### src/rtl/alu_pkg.sv
// Shared ALU definitions: op encoding, status flags and the multiplier FSM states.
// Every initiator that drives alu_64 imports this package.
package alu_pkg;

    typedef enum logic [2:0] {
        LOAD = 3'd0,
        SUM  = 3'd1,
        SUB  = 3'd2,
        AND  = 3'd3,
        XOR  = 3'd4,
        NOT  = 3'd5,
        INC  = 3'd6
    } alu_op_t;

    typedef struct packed {
        logic zero;
        logic carry;
        logic negative;
        logic overflow;
    } alu_flags_t;

    typedef enum logic [1:0] {
        IDLE = 2'd0,
        RUN  = 2'd1,
        DONE = 2'd2
    } mul_state_t;

endpackage

### src/rtl/mul_seq_64_if.sv
// Request/response bundle between an issuing stage and mul_seq_64.
interface mul_seq_64_if;
    logic        start;
    logic [63:0] a;
    logic [63:0] b;
    logic        busy;
    logic        done;
    logic [63:0] product;
    logic        zero;

    modport master (output start, a, b, input busy, done, product, zero);
    modport slave  (input start, a, b, output busy, done, product, zero);
endinterface

### src/rtl/alu_64.sv
// Combinational 64-bit ALU; a passive responder that computes result and flags for funct.
module alu_64
    import alu_pkg::*;
(
    input  alu_op_t     funct,
    input  logic [63:0] a,
    input  logic [63:0] b,
    output logic [63:0] result,
    output alu_flags_t  flags
);

    logic [64:0] wide;

    always_comb begin
        wide           = '0;
        flags.overflow = 1'b0;
        unique case (funct)
            LOAD: wide = {1'b0, b};
            SUM: begin
                wide           = {1'b0, a} + {1'b0, b};
                flags.overflow = (a[63] == b[63]) && (wide[63] != a[63]);
            end
            SUB: begin
                // bit 64 carries the borrow out of the subtraction
                wide           = {1'b0, a} - {1'b0, b};
                flags.overflow = (a[63] != b[63]) && (wide[63] != a[63]);
            end
            AND: wide = {1'b0, a & b};
            XOR: wide = {1'b0, a ^ b};
            NOT: wide = {1'b0, ~a};
            INC: begin
                wide           = {1'b0, a} + 65'd1;
                flags.overflow = !a[63] && wide[63];
            end
            default: wide = '0;
        endcase
        result         = wide[63:0];
        flags.carry    = wide[64];
        flags.zero     = (wide[63:0] == 64'd0);
        flags.negative = wide[63];
    end

endmodule

### src/rtl/mul_seq_64.sv
// Sequential shift-add multiplier returning the low 64 bits of a*b.
// One SUM per cycle through alu_64; signed operands need no correction modulo 2^64.
module mul_seq_64
    import alu_pkg::*;
#(
    parameter bit EARLY_EXIT = 1'b1
) (
    input  logic          clk,
    input  logic          reset,
    mul_seq_64_if.slave   bus
);

    mul_state_t  state_q, state_d;
    logic [63:0] mcand_q, mcand_d;
    logic [63:0] mplier_q, mplier_d;
    logic [63:0] acc_q, acc_d;
    logic [6:0]  cnt_q, cnt_d;
    logic [63:0] product_q, product_d;
    logic        zero_q, zero_d;
    logic        load_result;

    logic [63:0] alu_result;
    alu_flags_t  alu_flags_unused;

    alu_64 u_alu (
        .funct  (SUM),
        .a      (acc_q),
        .b      (mcand_q),
        .result (alu_result),
        .flags  (alu_flags_unused)
    );

    always_comb begin
        state_d  = state_q;
        mcand_d  = mcand_q;
        mplier_d = mplier_q;
        acc_d    = acc_q;
        cnt_d    = cnt_q;
        unique case (state_q)
            IDLE: begin
                if (bus.start) begin
                    mcand_d  = bus.a;
                    mplier_d = bus.b;
                    acc_d    = '0;
                    cnt_d    = '0;
                    state_d  = (EARLY_EXIT && (bus.b == 64'd0)) ? DONE : RUN;
                end
            end
            RUN: begin
                if (mplier_q[0]) begin
                    acc_d = alu_result;
                end
                mcand_d  = mcand_q << 1;
                mplier_d = mplier_q >> 1;
                cnt_d    = cnt_q + 7'd1;
                if ((cnt_q == 7'd63) || (EARLY_EXIT && (mplier_d == 64'd0))) begin
                    state_d = DONE;
                end
            end
            DONE:    state_d = IDLE;
            default: state_d = IDLE;
        endcase

        // Result registers capture the final accumulator only on DONE entry
        load_result = (state_d == DONE) && (state_q != DONE);
        product_d   = load_result ? acc_d : product_q;
        zero_d      = load_result ? (acc_d == 64'd0) : zero_q;
    end

    always_ff @(posedge clk) begin
        if (reset) begin
            state_q   <= IDLE;
            mcand_q   <= '0;
            mplier_q  <= '0;
            acc_q     <= '0;
            cnt_q     <= '0;
            product_q <= '0;
            zero_q    <= 1'b1;
        end else begin
            state_q   <= state_d;
            mcand_q   <= mcand_d;
            mplier_q  <= mplier_d;
            acc_q     <= acc_d;
            cnt_q     <= cnt_d;
            product_q <= product_d;
            zero_q    <= zero_d;
        end
    end

    assign bus.busy    = (state_q != IDLE);
    assign bus.done    = (state_q == DONE);
    assign bus.product = product_q;
    assign bus.zero    = zero_q;

endmodule

### src/flat_wrapper.sv
// flat-port wrapper written by rule: the top's interface ports become plain ports
module mul_seq_64_flat import alu_pkg::*;
#(
    parameter bit EARLY_EXIT = 1'b1
)
  (clk, reset, bus_start, bus_a, bus_b, bus_busy, bus_done, bus_product, bus_zero);
  mul_seq_64_if bus_i ();
  input  logic clk;
  input  logic reset;
  input wire logic [$bits(bus_i.start)-1:0] bus_start;
  input wire logic [$bits(bus_i.a)-1:0] bus_a;
  input wire logic [$bits(bus_i.b)-1:0] bus_b;
  output wire logic [$bits(bus_i.busy)-1:0] bus_busy;
  output wire logic [$bits(bus_i.done)-1:0] bus_done;
  output wire logic [$bits(bus_i.product)-1:0] bus_product;
  output wire logic [$bits(bus_i.zero)-1:0] bus_zero;
  assign bus_i.start = bus_start;
  assign bus_i.a = bus_a;
  assign bus_i.b = bus_b;
  assign bus_busy = bus_i.busy;
  assign bus_done = bus_i.done;
  assign bus_product = bus_i.product;
  assign bus_zero = bus_i.zero;
  mul_seq_64 #(.EARLY_EXIT(EARLY_EXIT)) u_core (.clk(clk), .reset(reset), .bus(bus_i));
endmodule
### config.mk
export PLATFORM = sky130hd
export DESIGN_NAME = mul_seq_64_flat
export DESIGN_NICKNAME = d
export VERILOG_FILES = /design/src/rtl/alu_pkg.sv /design/src/rtl/mul_seq_64_if.sv /design/src/rtl/alu_64.sv /design/src/rtl/mul_seq_64.sv /design/src/flat_wrapper.sv
export SDC_FILE = /design/constraint.sdc
export NUM_CORES = 1
export LEC_CHECK = 0
export ABC_AREA = 1
export BUFFER_PORTS_ARGS = -buffer_cell sky130_fd_sc_hd__clkbuf_2
export CORE_UTILIZATION = 55
export CTS_CLUSTER_DIAMETER = 80
export DETAILED_ROUTE_END_ITERATION = 10
export PLACE_DENSITY = 0.76
export SLEW_MARGIN = 0
export SYNTH_ARGS = -nofsm -noshare
export SYNTH_HDL_FRONTEND = slang
export SYNTH_SLANG_ARGS = --single-unit
### constraint.sdc
create_clock -name clk -period 3 [get_ports clk]
set_input_delay 0.9 -clock clk [delete_from_list [all_inputs] [get_ports clk]]
set_output_delay 0.9 -clock clk [all_outputs]
set_load 0.01 [all_outputs]
==> results of run 1 <==
worst max-delay path, stage by stage (launching register included):
cell and delay, ns:
dfxtp_1 0.38, ha_2 0.34, nand2_4 0.12, inv_1 0.04, nand2_1 0.06, nand2_1 0.08, buf_4 0.15, nand2_1 0.05
nand2_1 0.09, a21oi_2 0.20, nand2_2 0.13, nand2_1 0.09, nand3_2 0.08, a21oi_2 0.21, nand2_1 0.06, nor2_1 0.10
buf_4 0.17, nand2_1 0.07, nor2_1 0.09, nand2_1 0.05, nor2_1 0.11, nand3_1 0.10, nand2_1 0.06
sequential cells by signal (all words and copies together) (netlist names):
register,cells
u_core.cnt_q,7
u_core.bus.zero,1
u_core.mplier_q,64
u_core.bus.product,64
u_core.state_q,2
u_core.acc_q,64
u_core.mcand_q,64
cells in the mapped netlist, types with 5 or more instances:
| cell | n | area, µm² |
|---|---|---|
| a21oi_2 | 20 | 175.2 |
| o21ai_0 | 148 | 740.7 |
| inv_2 | 6 | 22.52 |
| nand3_1 | 141 | 705.7 |
| a2111oi_0 | 14 | 122.6 |
| buf_2 | 20 | 100.1 |
| buf_1 | 14 | 52.55 |
| o21bai_1 | 6 | 45.04 |
| inv_1 | 373 | 1400 |
| nand2_1 | 600 | 2252 |
| nor2_1 | 544 | 2042 |
| nand2_2 | 25 | 156.4 |
| xnor2_1 | 5 | 43.79 |
| nand4_1 | 25 | 156.4 |
| dfxtp_1 | 266 | 5325 |
| ha_1 | 64 | 800.8 |
| nor3_1 | 25 | 125.1 |
| a211oi_1 | 39 | 292.8 |
| nor2_2 | 17 | 106.4 |
| clkbuf_1 | 73 | 274.0 |
| o221ai_1 | 60 | 525.5 |
| a21boi_2 | 5 | 56.30 |
| nand3_2 | 9 | 90.09 |
| a21oi_1 | 195 | 975.9 |
cell type report:
cell class | count | area (µm²)
Inverter | 383 | 1443
Fill cell | 2759 | 9588
Antenna cell | 1 | 2.502
Clock inverter | 12 | 158.9
Tap cell | 396 | 495.5
Multi-Input combinational cell | 1988 | 10340
Sequential cell | 266 | 5344
Timing Repair Buffer | 362 | 2312
Clock buffer | 42 | 824.5
per-stage QoR:
step,area (µm²),util (%)
after floorplan,17020,-
after global placement,19310,63.29
after detailed placement,19310,63.29
after CTS,20360,66.74
after global routing,20920,68.57
final,20920,68.57
worst paths after layout:
| path | cells past startpoint | slack, ns | start | to |
|---|---|---|---|---|
| setup / recovery | 22 | 0.1 | u_core.mcand_q[17] | u_core.bus.zero |
| hold / removal | 2 | 0.48 | u_core.mplier_q[36] | u_core.mplier_q[36] |
| setup reg to reg | 22 | 0.1 | u_core.mcand_q[17] | u_core.bus.zero |
| hold reg to reg | 2 | 0.48 | u_core.mplier_q[36] | u_core.mplier_q[36] |
logic make-up (layout without fill, tap and decap cells):
group           Yosys count  count (layout)
buf+inv                 492             799
xor+xnor                  6               6
compound gates          509             509
flops                   266             266
fa+ha+maj                65              65
simple gates           1408            1408
other cells               0               1
what timing repair did:
action,in CTS,in global routing
setup endpoints to repair,1,1
pin swaps,6,31
gates resized for setup,13,116
buffers inserted,4,9
per-layer routing:
metal  vias to the layer above  GRT usage [%]  wire [µm]
li1                       9435              -          -
met1                      8874          51.09      26170
met2                       826          62.47      27730
met3                       145          5.120       5039
met4                         2          16.24       2769
met5                         -              0         13
report_power, final:
group          switching (mW)  total, mW  leakage [nW]  internal, mW
Sequential              0.183       3.94          2.18          3.75
Combinational            1.30       2.07          7.35         0.774
Clock                    1.57       3.74         0.479          2.17
Total                    3.05       9.75          10.0          6.70
==> Flow_metrics.wiki, run 1 <==
{| class="wikitable"
! Metric !! Value
|-
| Synthesized instance count || 2746
|-
| Detailed-route wire length per cell || 17.89 µm
|-
| Clock tree from TritonCTS || built
|-
| Overflow left after global routing || 0
|-
| Post-synthesis instance area || 17020 µm²
|-
| Final antenna-violating net count || 0
|-
| Post-route worst setup slack || 0.09849 ns
|-
| Pwr per Cell Area || 465.9 nW/µm²
|-
| Adder-cell share of the synthesized area || 4.823%
|-
| Xor/xnor share of the synthesized area || 0.3088%
|-
| Filler-free cell count of the finished design || 3450
|-
| Pre-CTS setup slack || -0.2867 ns
|-
| Per-cell via count in the routed design || 5.589
|-
| Number of global-route vias before repair || 18031
|-
| Sort of element at the start of the critical path || flop
|-
| DR pass1 iterations || 6
|-
| Number of clock sinks || 266
|-
| Number of top-level design ports || 198
|-
| Crit end category || flop
|-
| Synth Net Count || 2942
|-
| Overall power consumption || 9.748 mW
|-
| Seq/Total Area, Yosys || 31.29%
|-
| Period utilization || 96.72%
|-
| Main combinational cell family by area after synthesis || simple AND/OR/NAND/NOR gates
|-
| Most frequent cells in the layout || 568 x nand2_1, 530 x nor2_1, 373 x inv_1
|-
| Number of warnings printed during yosys synthesis || 0
|-
| Die area || 31650 µm²
|-
| Cts-stage hold buffer count || 0
|-
| Ratio of cells with drive above 1 in the final layout || 20.24%
|-
| Mapped Avg Cell Area || 6.198 µm²
|-
| Basic-gate share of the synthesized area counting and, or, nand and nor cells || 34.32%
|-
| Area Overhead vs Synth || 22.93%
|-
| Normalized max-slew margin || 46.29%
|-
| Number of placed cells counting well taps || 3382
|-
| Largest fanout on the critical path || 5
|-
| Setup total negative slack || 0 ns
|-
| Flop and latch count out of synthesis || 266
|-
| Area fraction in compound gates after synthesis || 18.20%
|-
| Initial standard-cell utilization of the core || 55.78%
|-
| Minimum clock period after layout || 2.902 ns
|-
| Wire length of the first global-routing pass || 95180 µm
|-
| CTS H-Tree Depth || 1
|-
| Leakage power || 10.01 nW
|-
| Data required time at the worst endpoint || 3.53 ns
|-
| Final weighted congestion of routability-driven global placement || 1.074
|-
| Final setup fails || 0
|-
| Count of distinct cell types in the synthesized netlist || 52
|-
| Insertion delay to the later sink of the worst-skew pair || 0.58 ns
|-
| Critical Path AT || 3.43 ns
|-
| Worst Clk Skew || 0.01138 ns
|-
| Number of antenna violations at the first check in global routing || 2
|-
| Hold violation count in the final report || 0
|-
| Overall die width || 177.9 µm
|-
| Transition at the pin with the smallest max-transition slack || 0.8057 ns
|-
| Clock-pin transition on the worst setup and hold timing paths || 0.07 ns
|-
| Minimum hold slack || 0.4849 ns
|-
| Result of the run || complete, no violations
|-
| Starting DRT DRC Count || 1715
|-
| Maximum clock insertion buffer count || 3
|-
| Worst hold path type || reg -> reg
|-
| Predominant post-synthesis flop cell || dfxtp_1
|-
| Maximum vdd ir drop || 0.0005333 V
|-
| Final Net Count || 3226
|-
| Maximum number of pins on one net before global-route repair || 130
|-
| Vias after detailed routing || 19282
|-
| Number of enable flip-flop cells after synthesis || 0
|-
| Max Fclk || 0.3446 GHz
|-
| Gr usage total || 38.53%
|-
| Dpl hpwl || 46550 µm
|-
| Standard-cell rows || 64
|-
| Number of remaining DRC errors || 0
|-
| Number of buffers created by CTS || 29
|-
| # Max-Cap Violations || 0
|-
| Chip Height || 177.9 µm
|-
| Commonest non-fill, non-tap cell in the layout || nand2_1
|-
| Total detailed-routing wirelength || 61720 µm
|-
| Mux cell area share after synthesis || 0%
|-
| Number of slew-limit violations in the final report || 0
|-
| Critical path class || reg -> reg
|-
| Post-synthesis async set-or-reset flop share || 0%
|-
| Floorplan core area || 30510 µm²
|-
| Buffers added on ports || 197
|-
| Root buffer cell || clkbuf_16
|}
(Power assumes the default switching activity.)
==> run 2, diff against run 1 <==
--- a/config.mk
+++ b/config.mk
@@ -7,6 +7,7 @@
 export LEC_CHECK = 0
 export ABC_AREA = 1
 export BUFFER_PORTS_ARGS = -buffer_cell sky130_fd_sc_hd__clkbuf_2
+export CORE_MARGIN = 8
 export CORE_UTILIZATION = 55
 export CTS_CLUSTER_DIAMETER = 80
 export DETAILED_ROUTE_END_ITERATION = 10
==> run 2 against run 1 <==
Net effect: final cell count up 1.6%; setup slack better by 0.012 ns; critical path depth unchanged.
==> Flow_metrics.wiki, run 2 (same netlist as run 1, synthesis figures left out) <==
{| class="wikitable"
! Metric !! Value
|-
| Number of clock sinks || 266 (unchanged)
|-
| Number of top-level design ports || 198 (unchanged)
|-
| Data required time at the worst endpoint || 3.52 ns (was 3.53 ns)
|-
| Largest fanout on the critical path || 3 (was 5)
|-
| Max Fclk || 0.3461 GHz (was 0.3446 GHz)
|-
| Startpoint of the lowest-slack register-to-register path || u_core.acc_q[0] (was u_core.mcand_q[17])
|-
| Wire length of the first global-routing pass || 97550 µm (was 95180 µm)
|-
| Number of remaining DRC errors || 0 (unchanged)
|-
| Maximum clock insertion buffer count || 3 (unchanged)
|-
| Reg-to-reg slack, setup || 0.11 ns (was 0.1 ns)
|-
| Setup total negative slack || 0 ns (unchanged)
|-
| Number of buffers created by CTS || 29 (unchanged)
|-
| Stages on worst setup path || 22 (unchanged)
|-
| Buffers added on ports || 197 (unchanged)
|-
| Per-cell via count in the routed design || 5.592 (was 5.589)
|-
| Minimum clock period after layout || 2.890 ns (was 2.902 ns)
|-
| Highest signal layer in the routed design || met5 (unchanged)
|-
| Count of inserted antenna diode cells || 0 (was 1)
|-
| Delay of the slowest critical-path stage || 0.34 ns (was 0.38 ns)
|-
| Most frequent cells in the layout || 560 x nand2_1, 526 x nor2_1, 371 x inv_1 (was 568 x nand2_1, 530 x nor2_1, 373 x inv_1)
|-
| Minimum hold slack || 0.4815 ns (was 0.4849 ns)
|-
| Final Net Count || 3282 (was 3226)
|-
| Overall die width || 191.9 µm (was 177.9 µm)
|-
| Worst hold path type || reg -> reg (unchanged)
|-
| M1 WL || 26830 µm (was 26170 µm)
|-
| Starting DRT DRC Count || 1723 (was 1715)
|-
| Final weighted congestion of routability-driven global placement || 0.9884 (was 1.074)
|-
| Floorplan core area || 30510 µm² (unchanged)
|-
| DR pass1 iterations || 6 (unchanged)
|-
| Slowest CP cell || dfxtp_2 (was dfxtp_1)
|-
| Crit end category || flop (unchanged)
|-
| Critical Path AT || 3.41 ns (was 3.43 ns)
|-
| Gr usage total || 32.97% (was 38.53%)
|-
| Clock-pin transition on the worst setup and hold timing paths || 0.07 ns (about the same)
|-
| Detailed-route wire length per cell || 18.14 µm (was 17.89 µm)
|-
| Met3 routed wirelength || 4894 µm (was 5039 µm)
|-
| Final antenna-violating net count || 0 (unchanged)
|-
| Total detailed-routing wirelength || 63580 µm (was 61720 µm)
|-
| Initial standard-cell utilization of the core || 55.78% (unchanged)
|-
| Number of buffers and inverters on the critical path || 4 (was 3)
|-
| Ratio of cells with drive above 1 in the final layout || 22.48% (was 20.24%)
|-
| Critical path class || reg -> reg (unchanged)
|-
| Insertion delay to the later sink of the worst-skew pair || 0.59 ns (was 0.58 ns)
|-
| Normalized max-slew margin || 51.47% (was 46.29%)
|-
| Capturing point of the worst reg2reg path || u_core.bus.zero (unchanged)
|-
| Period utilization || 96.32% (was 96.72%)
|-
| Die area || 36830 µm² (was 31650 µm²)
|-
| Hold violation count in the final report || 0 (unchanged)
|-
| Largest delay contributor family on the critical path || simple AND/OR/NAND/NOR gates (unchanged)
|-
| Dpl hpwl || 48150 µm (was 46550 µm)
|-
| Layout filler cell count || 2607 (was 2759)
|-
| Number of slew-limit violations in the final report || 0 (unchanged)
|-
| CTS H-Tree Depth || 1 (unchanged)
|-
| Root buffer cell || clkbuf_16 (unchanged)
|-
| Result of the run || complete, no violations (unchanged)
|-
| Number of global-route vias before repair || 18683 (was 18031)
|-
| Leakage power || 10.30 nW (was 10.01 nW)
|-
| Maximum number of pins on one net before global-route repair || 87 (was 130)
|-
| Number of antenna violations at the first check in global routing || 1 (was 2)
|-
| Clock tree from TritonCTS || built (unchanged)
|-
| CP endpoint || u_core.bus.zero (unchanged)
|-
| Standard-cell rows || 64 (unchanged)
|-
| Vias after detailed routing || 19601 (was 19282)
|-
| Worst Hold Depth || 2 (unchanged)
|-
| Final setup fails || 0 (unchanged)
|-
| Area Overhead vs Synth || 25.89% (was 22.93%)
|-
| Maximum vdd ir drop || 0.0004973 V (was 0.0005333 V)
|-
| # Max-Cap Violations || 0 (unchanged)
|-
| Chip Height || 191.9 µm (was 177.9 µm)
|-
| Worst path cell trace || ha_2 > inv_1 > fa_2 > inv_1 > nand2_2 > buf_4 > a21oi_4 > nand2_2 > nand3_4 > nand2_2 > nand3_2 > nand3_2 > a21oi_2 > buf_4 > nand2_1 > nor2_1 > nand2_1 > nor2_4 > nand3_2 > nor2_2 > nand3_1 > nand2_1 (was ha_2 > nand2_4 > inv_1 > nand2_1 > nand2_1 > buf_4 > nand2_1 > nand2_1 > a21oi_2 > nand2_2 > nand2_1 > nand3_2 > a21oi_2 > nand2_1 > nor2_1 > buf_4 > nand2_1 > nor2_1 > nand2_1 > nor2_1 > nand3_1 > nand2_1)
|-
| Pwr per Cell Area || 450.8 nW/µm² (was 465.9 nW/µm²)
|-
| Sort of element at the start of the critical path || flop (unchanged)
|-
| Worst Clk Skew || 0.02312 ns (was 0.01138 ns)
|-
| Commonest non-fill, non-tap cell in the layout || nand2_1 (unchanged)
|-
| WL met2 || 29190 µm (was 27730 µm)
|-
| Crit. Startpoint || u_core.acc_q[0] (was u_core.mcand_q[17])
|-
| Overflow left after global routing || 0 (unchanged)
|-
| Transition at the pin with the smallest max-transition slack || 0.7280 ns (was 0.8057 ns)
|-
| R2R cell count || 22 (unchanged)
|}
## run 2: cell type report
class	count	area, µm²	area share (%)
multi-input cells	1988	10450	48.77
clock inverters	15	112.6	0.5256
well taps	396	495.5	2.313
flip-flops and latches	266	5345	24.95
repair buffers	418	2758	12.87
clock buffers	39	823.3	3.843
inverters	383	1443	6.733
## run 2: layer usage
| layer | vias up | global-route usage [%] |
|---|---|---|
| met1 | 9007 | 42.68 |
| li1 | 9548 | - |
| met2 | 889 | 54.68 |
| met5 | - | 0 |
| met4 | 2 | 12.88 |
| met3 | 155 | 4.739 |
## run 2: report_power, final
group          total, mW  internal [mW]  switching, mW
logic               2.17          0.854           1.32
registers           3.94           3.75          0.182
clock network       3.55           1.94           1.61
## run 2: through the flow
step	instances	power (mW)	utilization, %	setup WS [ns]	area, µm²
5_1_grt	3505	10.01	70.23	-0.05459	21430
2_1_floorplan	2746	5.127	-	0.5966	17020
6_report	3505	9.658	70.23	0.1103	21430
4_1_cts	3488	9.495	67.86	0.01261	20700
3_3_place_gp	3434	5.931	64.65	-0.2814	19730
3_5_place_dp	3434	5.984	64.65	-0.2903	19730
## run 2: worst register-to-register path, cell delays in order, from the launching register on
cell and delay [ns]:
dfxtp_2 0.34, ha_2 0.17, inv_1 0.06, fa_2 0.34
inv_1 0.07, nand2_2 0.06, buf_4 0.14, a21oi_4 0.15
nand2_2 0.09, nand3_4 0.09, nand2_2 0.08, nand3_2 0.08
nand3_2 0.08, a21oi_2 0.18, buf_4 0.16, nand2_1 0.05
nor2_1 0.10, nand2_1 0.10, nor2_4 0.15, nand3_2 0.11
nor2_2 0.11, nand3_1 0.07, nand2_1 0.06
## run 2: worst min path at each step
| stage | start | endpoint | slack (ns) |
|---|---|---|---|
| floorplan | u_core.cnt_q[5] | u_core.cnt_q[5] | 0.44 |
| global placement | u_core.cnt_q[5] | u_core.cnt_q[5] | 0.45 |
| detailed placement | u_core.cnt_q[5] | u_core.cnt_q[5] | 0.46 |
| CTS | u_core.cnt_q[6] | u_core.cnt_q[6] | 0.48 |
| global route | u_core.mplier_q[35] | u_core.mplier_q[35] | 0.51 |
| finish | u_core.mplier_q[31] | u_core.mplier_q[31] | 0.48 |
## run 2: timing repair
item	CTS	global route
hold buffers	0	0
setup endpoints to repair	1	3
pin swaps	2	35
buffers inserted	0	17
resized for setup	13	137
